--- config.mk ---
export PLATFORM = sky130hd
export DESIGN_NAME = sprite_frame_ctrl
export DESIGN_NICKNAME = d
export VERILOG_FILES = /design/src/rtl/sprite_ctrl_pkg.sv /design/src/rtl/sprite_frame_ctrl_anim_timer.sv /design/src/rtl/sprite_frame_ctrl.sv
export SDC_FILE = /design/constraint.sdc
export NUM_CORES = 1
export LEC_CHECK = 0
export CORE_MARGIN = 2
export CORE_UTILIZATION = 43
export DETAILED_ROUTE_END_ITERATION = 12
export MAX_ROUTING_LAYER = met4
export PLACE_DENSITY = 0.78
export SETUP_SLACK_MARGIN = 0.15
export SYNTH_ARGS = -nofsm -noshare
export SYNTH_HDL_FRONTEND = slang
export SYNTH_SLANG_ARGS = --single-unit
--- constraint.sdc ---
create_clock -name clk -period 2.5 [get_ports clk]
set_clock_uncertainty 0.15 [all_clocks]
set_input_delay 0.25 -clock clk [delete_from_list [all_inputs] [get_ports clk]]
set_output_delay 0.25 -clock clk [all_outputs]
set_load 0.02 [all_outputs]
--- src/rtl/sprite_ctrl_pkg.sv ---
// Shared types and register-map constants for the sprite frame controller.
// Holds the pose and FSM enums plus the frame-boundary decode helper.
package sprite_ctrl_pkg;

  localparam int X_W    = 11;
  localparam int Y_W    = 10;
  localparam int ADDR_W = 9;

  localparam logic [ADDR_W-1:0] ADDR_POSE   = 9'd16;
  localparam logic [ADDR_W-1:0] ADDR_CTRL   = 9'd17;
  localparam logic [ADDR_W-1:0] ADDR_STATUS = 9'd18;
  localparam logic [ADDR_W-1:0] ADDR_PERIOD = 9'd19;

  localparam logic [7:0] ANIM_PERIOD_RST = 8'd6;

  typedef enum logic [1:0] {
    POSE_RUN  = 2'd0,
    POSE_JUMP = 2'd1,
    POSE_DUCK = 2'd2,
    POSE_DEAD = 2'd3
  } pose_e;

  typedef enum logic [1:0] {
    IDLE   = 2'd0,
    ARMED  = 2'd1,
    COMMIT = 2'd2
  } state_e;

  // First pixel of the first blanked line: one cycle per frame.
  function automatic logic is_frame_boundary(input logic [X_W-1:0] h,
                                             input logic [Y_W-1:0] v,
                                             input logic [Y_W-1:0] vactive);
    return (h == '0) && (v == vactive);
  endfunction

endpackage

--- src/rtl/sprite_frame_ctrl_anim_timer.sv ---
// Frame-counted animation divider: toggles run_phase every 'period' frame ticks.
// A period of zero parks the counter and freezes the phase.
module anim_timer
  import sprite_ctrl_pkg::*;
(
  input  logic       clk,
  input  logic       reset,
  input  logic       frame_tick,
  input  logic [7:0] period,
  input  logic       period_wr,
  output logic       run_phase
);

  logic [7:0] counter_q, counter_d;
  logic       run_phase_q, run_phase_d;

  always_comb begin
    counter_d   = counter_q;
    run_phase_d = run_phase_q;
    if (period_wr) begin
      counter_d = '0;
    end else if (frame_tick) begin
      if (period == 8'd0) begin
        counter_d = '0;
      end else if (counter_q == period - 8'd1) begin
        counter_d   = '0;
        run_phase_d = ~run_phase_q;
      end else begin
        counter_d = counter_q + 8'd1;
      end
    end
  end

  always_ff @(posedge clk) begin
    if (reset) begin
      counter_q   <= '0;
      run_phase_q <= 1'b0;
    end else begin
      counter_q   <= counter_d;
      run_phase_q <= run_phase_d;
    end
  end

  assign run_phase = run_phase_q;

endmodule

--- src/rtl/sprite_frame_ctrl.sv ---
// Shadow/active sprite configuration with vblank-synchronous commit, frame
// counter, animation phase and vblank interrupt behind an Avalon-MM slave.
module sprite_frame_ctrl
  import sprite_ctrl_pkg::*;
#(
  parameter int NUM_SPRITES = 6,
  parameter int VACTIVE     = 480
) (
  input  logic                       clk,
  input  logic                       reset,
  input  logic                       chipselect,
  input  logic                       write,
  input  logic                       read,
  input  logic [8:0]                 address,
  input  logic [31:0]                writedata,
  output logic [31:0]                readdata,
  input  logic [10:0]                hcount,
  input  logic [9:0]                 vcount,
  output logic [NUM_SPRITES*11-1:0]  sprite_x,
  output logic [NUM_SPRITES*10-1:0]  sprite_y,
  output logic [1:0]                 pose,
  output logic                       run_phase,
  output logic [15:0]                frame_count,
  output logic                       commit_pulse,
  output logic                       vblank_irq
);

  localparam logic [Y_W-1:0]    VACTIVE_V = Y_W'(VACTIVE);
  localparam logic [ADDR_W-1:0] POS_END   = ADDR_W'(2 * NUM_SPRITES);

  logic wr_en, rd_en, boundary, commit, shadow_wr, pending, period_wr;

  logic [NUM_SPRITES*X_W-1:0] shadow_x_flat;
  logic [NUM_SPRITES*Y_W-1:0] shadow_y_flat;

  state_e      state_q, state_d;
  pose_e       shadow_pose_q, shadow_pose_d;
  pose_e       active_pose_q, active_pose_d;
  logic        commit_req_q, commit_req_d;
  logic        auto_commit_q, auto_commit_d;
  logic        dirty_q, dirty_d;
  logic        vblank_irq_q, vblank_irq_d;
  logic [15:0] frame_count_q, frame_count_d;
  logic [7:0]  anim_period_q, anim_period_d;
  logic [31:0] readdata_q, readdata_d;
  logic [31:0] rd_word;

  logic unused_wdata;
  assign unused_wdata = ^writedata[31:X_W];

  assign wr_en     = chipselect & write;
  assign rd_en     = chipselect & read;
  assign boundary  = is_frame_boundary(hcount, vcount, VACTIVE_V);
  assign commit    = (state_q == COMMIT);
  assign shadow_wr = wr_en && ((address < POS_END) || (address == ADDR_POSE));
  assign pending   = commit_req_q | (auto_commit_q & dirty_q);
  assign period_wr = wr_en && (address == ADDR_PERIOD);

  // Per-sprite shadow/active pairs; the active copy only moves in COMMIT.
  genvar gi;
  generate
    for (gi = 0; gi < NUM_SPRITES; gi++) begin : g_sprite
      localparam logic [ADDR_W-1:0] ADDR_X = ADDR_W'(2 * gi);
      localparam logic [ADDR_W-1:0] ADDR_Y = ADDR_W'(2 * gi + 1);

      logic [X_W-1:0] shadow_x_q, shadow_x_d, active_x_q, active_x_d;
      logic [Y_W-1:0] shadow_y_q, shadow_y_d, active_y_q, active_y_d;

      always_comb begin
        shadow_x_d = shadow_x_q;
        shadow_y_d = shadow_y_q;
        active_x_d = active_x_q;
        active_y_d = active_y_q;
        if (wr_en && address == ADDR_X) shadow_x_d = writedata[X_W-1:0];
        if (wr_en && address == ADDR_Y) shadow_y_d = writedata[Y_W-1:0];
        if (commit) begin
          active_x_d = shadow_x_q;
          active_y_d = shadow_y_q;
        end
      end

      always_ff @(posedge clk) begin
        if (reset) begin
          shadow_x_q <= '0;
          shadow_y_q <= '0;
          active_x_q <= '0;
          active_y_q <= '0;
        end else begin
          shadow_x_q <= shadow_x_d;
          shadow_y_q <= shadow_y_d;
          active_x_q <= active_x_d;
          active_y_q <= active_y_d;
        end
      end

      assign sprite_x[gi*X_W +: X_W]      = active_x_q;
      assign sprite_y[gi*Y_W +: Y_W]      = active_y_q;
      assign shadow_x_flat[gi*X_W +: X_W] = shadow_x_q;
      assign shadow_y_flat[gi*Y_W +: Y_W] = shadow_y_q;
    end
  endgenerate

  always_comb begin
    state_d = state_q;
    case (state_q)
      IDLE:    if (pending) state_d = ARMED;
      ARMED:   if (boundary) state_d = COMMIT;
      COMMIT:  state_d = IDLE;
      default: state_d = IDLE;
    endcase
  end

  // A shadow write landing in the COMMIT cycle keeps dirty set so it ships next frame.
  always_comb begin
    shadow_pose_d = shadow_pose_q;
    active_pose_d = active_pose_q;
    commit_req_d  = commit_req_q;
    auto_commit_d = auto_commit_q;
    dirty_d       = dirty_q;
    anim_period_d = anim_period_q;
    if (commit) begin
      active_pose_d = shadow_pose_q;
      commit_req_d  = 1'b0;
      dirty_d       = 1'b0;
    end
    if (shadow_wr) dirty_d = 1'b1;
    if (wr_en && address == ADDR_POSE) shadow_pose_d = pose_e'(writedata[1:0]);
    if (wr_en && address == ADDR_CTRL) begin
      if (writedata[0]) commit_req_d = 1'b1;
      auto_commit_d = writedata[1];
    end
    if (period_wr) anim_period_d = writedata[7:0];
  end

  always_comb begin
    frame_count_d = frame_count_q;
    vblank_irq_d  = vblank_irq_q;
    if (boundary) frame_count_d = frame_count_q + 16'd1;
    if (wr_en && address == ADDR_STATUS) vblank_irq_d = 1'b0;
    if (boundary) vblank_irq_d = 1'b1;
  end

  always_comb begin
    rd_word = '0;
    for (int i = 0; i < NUM_SPRITES; i++) begin
      if (address == ADDR_W'(2 * i))     rd_word = 32'(shadow_x_flat[i*X_W +: X_W]);
      if (address == ADDR_W'(2 * i + 1)) rd_word = 32'(shadow_y_flat[i*Y_W +: Y_W]);
    end
    if (address == ADDR_POSE)   rd_word = {30'd0, shadow_pose_q};
    if (address == ADDR_CTRL)   rd_word = {30'd0, auto_commit_q, commit_req_q};
    if (address == ADDR_STATUS) rd_word = {frame_count_q, 13'd0, run_phase, vblank_irq_q, pending};
    if (address == ADDR_PERIOD) rd_word = {24'd0, anim_period_q};
  end

  always_comb begin
    readdata_d = readdata_q;
    if (rd_en) readdata_d = rd_word;
  end

  always_ff @(posedge clk) begin
    if (reset) begin
      state_q       <= IDLE;
      shadow_pose_q <= POSE_RUN;
      active_pose_q <= POSE_RUN;
      commit_req_q  <= 1'b0;
      auto_commit_q <= 1'b1;
      dirty_q       <= 1'b0;
      vblank_irq_q  <= 1'b0;
      frame_count_q <= '0;
      anim_period_q <= ANIM_PERIOD_RST;
      readdata_q    <= '0;
    end else begin
      state_q       <= state_d;
      shadow_pose_q <= shadow_pose_d;
      active_pose_q <= active_pose_d;
      commit_req_q  <= commit_req_d;
      auto_commit_q <= auto_commit_d;
      dirty_q       <= dirty_d;
      vblank_irq_q  <= vblank_irq_d;
      frame_count_q <= frame_count_d;
      anim_period_q <= anim_period_d;
      readdata_q    <= readdata_d;
    end
  end

  anim_timer u_anim_timer (
    .clk        (clk),
    .reset      (reset),
    .frame_tick (boundary),
    .period     (anim_period_q),
    .period_wr  (period_wr),
    .run_phase  (run_phase)
  );

  assign readdata     = readdata_q;
  assign pose         = active_pose_q;
  assign frame_count  = frame_count_q;
  assign commit_pulse = commit;
  assign vblank_irq   = vblank_irq_q;

endmodule

**After elaboration in Yosys (flattened, before gate mapping)**

Cells that the tools add are included.

- Add/sub/neg operators: 3
- Magnitude comparators: 1
- Eq/ne operators: 21
- Muxes and demuxes: 28
- Bitwise operators: 7
- Reductions and logical operators: 28

Operators by type and width:

| kind | number |
|---|---|
| two-way mux 32 bit | 15 |
| equality test 9 x 3 -> 1 bit, second input constant | 4 |
| equality test 9 x 4 -> 1 bit, second input constant | 4 |
| equality test 9 x 5 -> 1 bit, second input constant | 4 |
| equality test 9 x 2 -> 1 bit, second input constant | 2 |
| logical AND 1 bit | 18 |
| adder 16 x 1 -> 16 bit, second input constant | 1 |
| two-way mux 8 bit | 2 |
| logical NOT 11 bit | 1 |
| two-way mux 11 bit | 1 |
| equality test 10 x 9 -> 1 bit, second input constant | 1 |
| equality test 9 x 1 -> 1 bit, second input constant | 1 |
| logical NOT 9 bit | 1 |
| < comparator 9 x 4 -> 1 bit, second input constant | 1 |
| adder 8 x 1 -> 8 bit, second input constant | 1 |
| equality test 8 bit | 1 |
| logical NOT 8 bit | 1 |
| subtractor 8 x 1 -> 8 bit, second input constant | 1 |
| two-way mux 1 bit | 7 |
| two-way mux 2 bit | 2 |
| inequality test 2 bit, second input constant | 2 |
| one-hot mux 2 bit (2 select lines) | 1 |
| AND reduction 4 bit | 1 |
| nonzero test 2 bit | 2 |
| 9 further kinds | 13 |

- Bits in registers: 327
- Output and inout port bits: 179

**Logic depth before layout (Yosys ltp)**

- Depth after elaboration: 17
- Gate-level depth with buffers: 9

**By module**

From an unflattened synthesis, not the netlist that was laid out.

- Cells, all modules: 1672
- Area total of the unflattened synthesis: 13565.5 µm²

By module, submodules not included:

| module | times used | cells each | area an instance (µm²) | sequential area each (µm²) |
|---|---|---|---|---|
| sprite_frame_ctrl | 1 | 1577 | 12787.3 | 6266.0 |
| anim_timer | 1 | 95 | 778.2 | 180.2 |

**Least setup slack after synthesis**

No wires, ideal clock.

- Kind: register to register
- Start point: register anim_period_q[0]
- End point: register u_anim_timer.counter_q[0]
- Library setup time: 0.121 ns
- Arrival: 2.170 ns
- Path slack: 0.059 ns
- Cell stages (with the launch flop): 9
- Buffers on the path: 0
- Period minus slack after synthesis: 2.441 ns
- Cell sequence: dfxtp_1 > inv_1 > ha_1 > o21ba_2 > a221oi_1 > a41oi_1 > nor4_2 > nor2_1 > mux2_2

- Cells in the longest elaborated chain, start to end: 4

RTL lines:

| element | line | source |
|---|---|---|
| start: declaration | sprite_frame_ctrl.sv:44 | `logic [7:0] anim_period_q, anim_period_d;` |
| start signal: assignment | sprite_frame_ctrl.sv:181 | `anim_period_q <= anim_period_d;` |
| subtractor 8 x 1 -> 8 bit | sprite_frame_ctrl_anim_timer.sv:25 | `end else if (counter_q == period - 8'd1) begin` |
| equality test 8 bit | sprite_frame_ctrl_anim_timer.sv:25 |  |
| two-way mux 8 bit | sprite_frame_ctrl_anim_timer.sv:25 |  |
| two-way mux 8 bit * | sprite_frame_ctrl_anim_timer.sv:23 | `if (period == 8'd0) begin` |
| end signal: assignment | sprite_frame_ctrl_anim_timer.sv:39 | `counter_q <= counter_d;` |
| end: declaration | sprite_frame_ctrl_anim_timer.sv:14 | `logic [7:0] counter_q, counter_d;` |

Mark *: on every way between the ends. The rest lies on a longest branch, timed or not.
A chain may end at the register's enable or synchronous reset.

**Final worst setup path**

- Start point: register anim_period_q[0]
- End point: register u_anim_timer.counter_q[2]

Same word-level chain as after synthesis.

==> results.cfg <==
[run_status]
status = finished, final reports clean

[synth]
async_flop_share_pct = 0
syn_area_per_cell_um2 = 8.28
synthCells = 1604
synth_top_area_share_pct = 48.5
synth_largest_area_cell = dfxtp_1
synth-main-ff-cell = dfxtp_1
syn_area_mm2 = 0.0133
yosysWarningCount = 0
synth_cell_types = 63
synth-seq-area-share_pct = 48.5
synth-seq-cells = 322
synthTopCellsByArea = dfxtp_1, nand2_1, a21oi_1, mux2i_1, nor2_1
synth_edf_count = 0

[floorplanning]
ios = 246
start_util_pct = 43.5
die_h_um = 180
die-area_mm2 = 0.0323
core-area_mm2 = 0.0305
num_rows = 64
dieWidth_um = 180

[worst_setup_path]
start_kind = flip-flop
r2r_setup_slack_ns = 0.22
cp_slowest_cell = dfxtp_1
crit_chain = inv_1, ha_2, o21ba_2, a221oi_1, a41oi_1, nor4_4, buf_4, nor4b_1, a211o_1
crit_path_start = anim_period_q[0]
arrival_ns = 2.53
r2r-end = u_anim_timer.counter_q[2]
cp.required_ns = 2.75
cpPeakStageDelay_ns = 0.33
critPathCaptureType = flip-flop
path_class = reg2reg
reg2reg_from = anim_period_q[0]
ff2ff_path_depth = 9
path_max_fanout = 7
endpoint = u_anim_timer.counter_q[2]

[clock_network]
cts_tree = yes
cts.sinks = 322
h-tree-depth = 2
clk_latency_ns = 0.52
cts_max_path_buffers = 3
path_clk_slew_ns = 0.06
cts_buffers = 34
cts-root-buf = clkbuf_16

[placed_design]
dp_hpwl_um = 30400
dpl_worst_slack_ns = -0.261
io_buffers = 219
gp_congestion = 0.996
place_area_mm2 = 0.0164

[min_path]
hold_path.class = in2reg

[global_routing]
track_usage_pct = 27.0
grt_pass1_wl_um = 68100
grt-ovfl-total = 0
grt_pass1_vias = 12200
grt_max_degree = 171
antenna_found_initial = 0

[power_and_ir_drop]
clkPwrFrac_pct = 47.8
switching_share_pct = 22.1
p_int_mw = 8.43
comb_power_share_pct = 4.7
p_per_area_mw_per_mm2 = 616
p_seq_share_pct = 47.5
finalPower_mw = 10.8
peakVddDrop_uv = 424
p_leak_nw = 6.03
netSwitchingPower_mw = 2.39

[timing]
worst_pin_slew_ns = 0.861
min_period_over_period_pct = 91.2
tns_ns = 0
finalHoldViolCount = 0
maxSlewHeadroom_pct = 42.4
whs_ns = 0.255
min_period_ns = 2.28
finalMaxSlewViolations = 0
finalSetupViolCount = 0
grt_setup_unrepaired = false
setup_ws_ns = 0.220
timing.fmax_mhz = 439

[finish]
fin_area_mm2 = 0.0176
area_delta_synth_final_pct = 32.2
drive_above_1_share_pct = 10.6
num-nets-final = 1910
num_antenna_cells = 0

[job]
maxCapViolCount = 0

[drt]
drt_iter0_drc = 1292
vias = 12700
remaining_drc_errors = 0
wirelength_um = 43500
wire_per_inst_um = 19.3
vias_per_cell = 5.62
ant_nets = 0
firstDrtPassIters = 5
Yosys cell counts, drive strengths merged (3+ instances only):
library cell  number
o22ai              5
o21bai             3
clkbuf           108
nor2b              7
nor2             135
nand3             49
a21o               6
xnor2              8
and4               3
xor2              18
nand4             10
dfxtp            322
a221oi             9
inv               10
mux2               7
a211o              3
and2               4
o21a               3
a22o               4
a21oi            222
mux2i             81
nand2            382
nand2b            10
ha                 4
o221ai             8
nor3              25
nand3b             6
or3                8
mux4               9
nor4b              5
nor4              10
o21ai             21
o31ai              5
a22oi             26
and3              12
a211oi             9
buf               25
state kept, by name, indices dropped and copies added, names as in the netlist:
| signal | count |
|---|---|
| state_q | 2 |
| u_anim_timer.counter_q | 8 |
| vblank_irq | 1 |
| commit_req_q | 1 |
| pose | 2 |
| frame_count | 16 |
| auto_commit_q | 1 |
| shadow_pose_q | 2 |
| readdata | 27 |
| g_sprite.active_y_q | 60 |
| g_sprite.shadow_x_q | 66 |
| anim_period_q | 8 |
| dirty_q | 1 |
| g_sprite.shadow_y_q | 60 |
| u_anim_timer.run_phase | 1 |
| g_sprite.active_x_q | 66 |
worst max-delay path, delay by kind of cell (launching register included):
kind	cells	cell delay, ns
simple gates	2	0.31
buf+inv	2	0.28
fa+ha+maj	1	0.23
compound gates	4	0.87
flops	1	0.33
cell usage in the layout, fill, tap and decap left out, types with 8 or more instances in the layout:
cell	instances
nand2_1	382
or3_1	8
mux2i_1	81
clkbuf_8	9
mux4_2	9
dfxtp_1	321
a22oi_1	26
inv_1	9
clkbuf_16	35
nand4_1	9
a211oi_1	9
o221ai_1	8
clkdlybuf4s50_1	216
nand3_1	48
xnor2_1	8
a221oi_1	9
nand2b_1	9
nor3_1	20
buf_4	99
xor2_1	18
buf_12	9
a21oi_1	222
nor2_1	135
and3_1	12
o21ai_0	21
final cells by class:
class / count / area, µm²
clock buffers: 50 / 1010
fillers: 2643 / 12900
well taps: 396 / 495
clock inverters: 10 / 129
inverters: 10 / 38.8
repair buffers: 328 / 3120
flip-flops and latches: 322 / 6450
multi-input cells: 1143 / 6320
cells by family after synthesis:
family	share of synthesized area [%]
fa+ha+maj	0.377
other cells	0.0282
buf+inv	4.33
flops	48.5
simple gates	22.0
compound gates	14.8
xor+xnor	1.71
mux	8.22
routing by layer:
layer  global-route usage [%]  routed length, µm
met5                        -                  0
met4                     7.67               1200
met3                     4.15               3420
met2                     43.8              20700
met1                     34.9              18300
power by group through the flow:
stage / clock network [mW] / registers, mW / logic (mW)
after CTS: 5.22 / 5.14 / 0.503
after floorplan: 0 / 5.26 / 0.240
after detailed placement: 0 / 5.25 / 0.498
after global routing: 5.43 / 5.14 / 0.535
after global placement: 0 / 5.25 / 0.495
final: 5.17 / 5.14 / 0.510
through the flow:
step | instances | util [%]
2_1_floorplan | 1608 | -
3_3_place_gp | 2195 | 53.7
3_5_place_dp | 2195 | 53.7
4_1_cts | 2256 | 57.5
5_1_grt | 2259 | 57.6
6_report | 2259 | 57.6
timing repair:
action	CTS	global route
gates resized for setup	0	3
setup endpoints to repair	7	12
endpoints found under the hold margin	23	0
pin swaps	1	2
setup buffers	0	3
hold buffers	1	0
worst min path at each step:
| stage | startpoint | endpoint | slack [ns] | depth (start not counted) |
|---|---|---|---|---|
| 2_1_floorplan | writedata[1] | auto_commit_q | 0.23 | 2 |
| 3_3_place_gp | pose[1] | pose[1] | 0.29 | 2 |
| 3_5_place_dp | pose[1] | pose[1] | 0.30 | 2 |
| 4_1_cts | address[1] | readdata[6] | 0.23 | 4 |
| 5_1_grt | address[1] | readdata[4] | 0.26 | 4 |
| 6_report | address[1] | readdata[6] | 0.26 | 4 |
(Power assumes the default switching activity.)
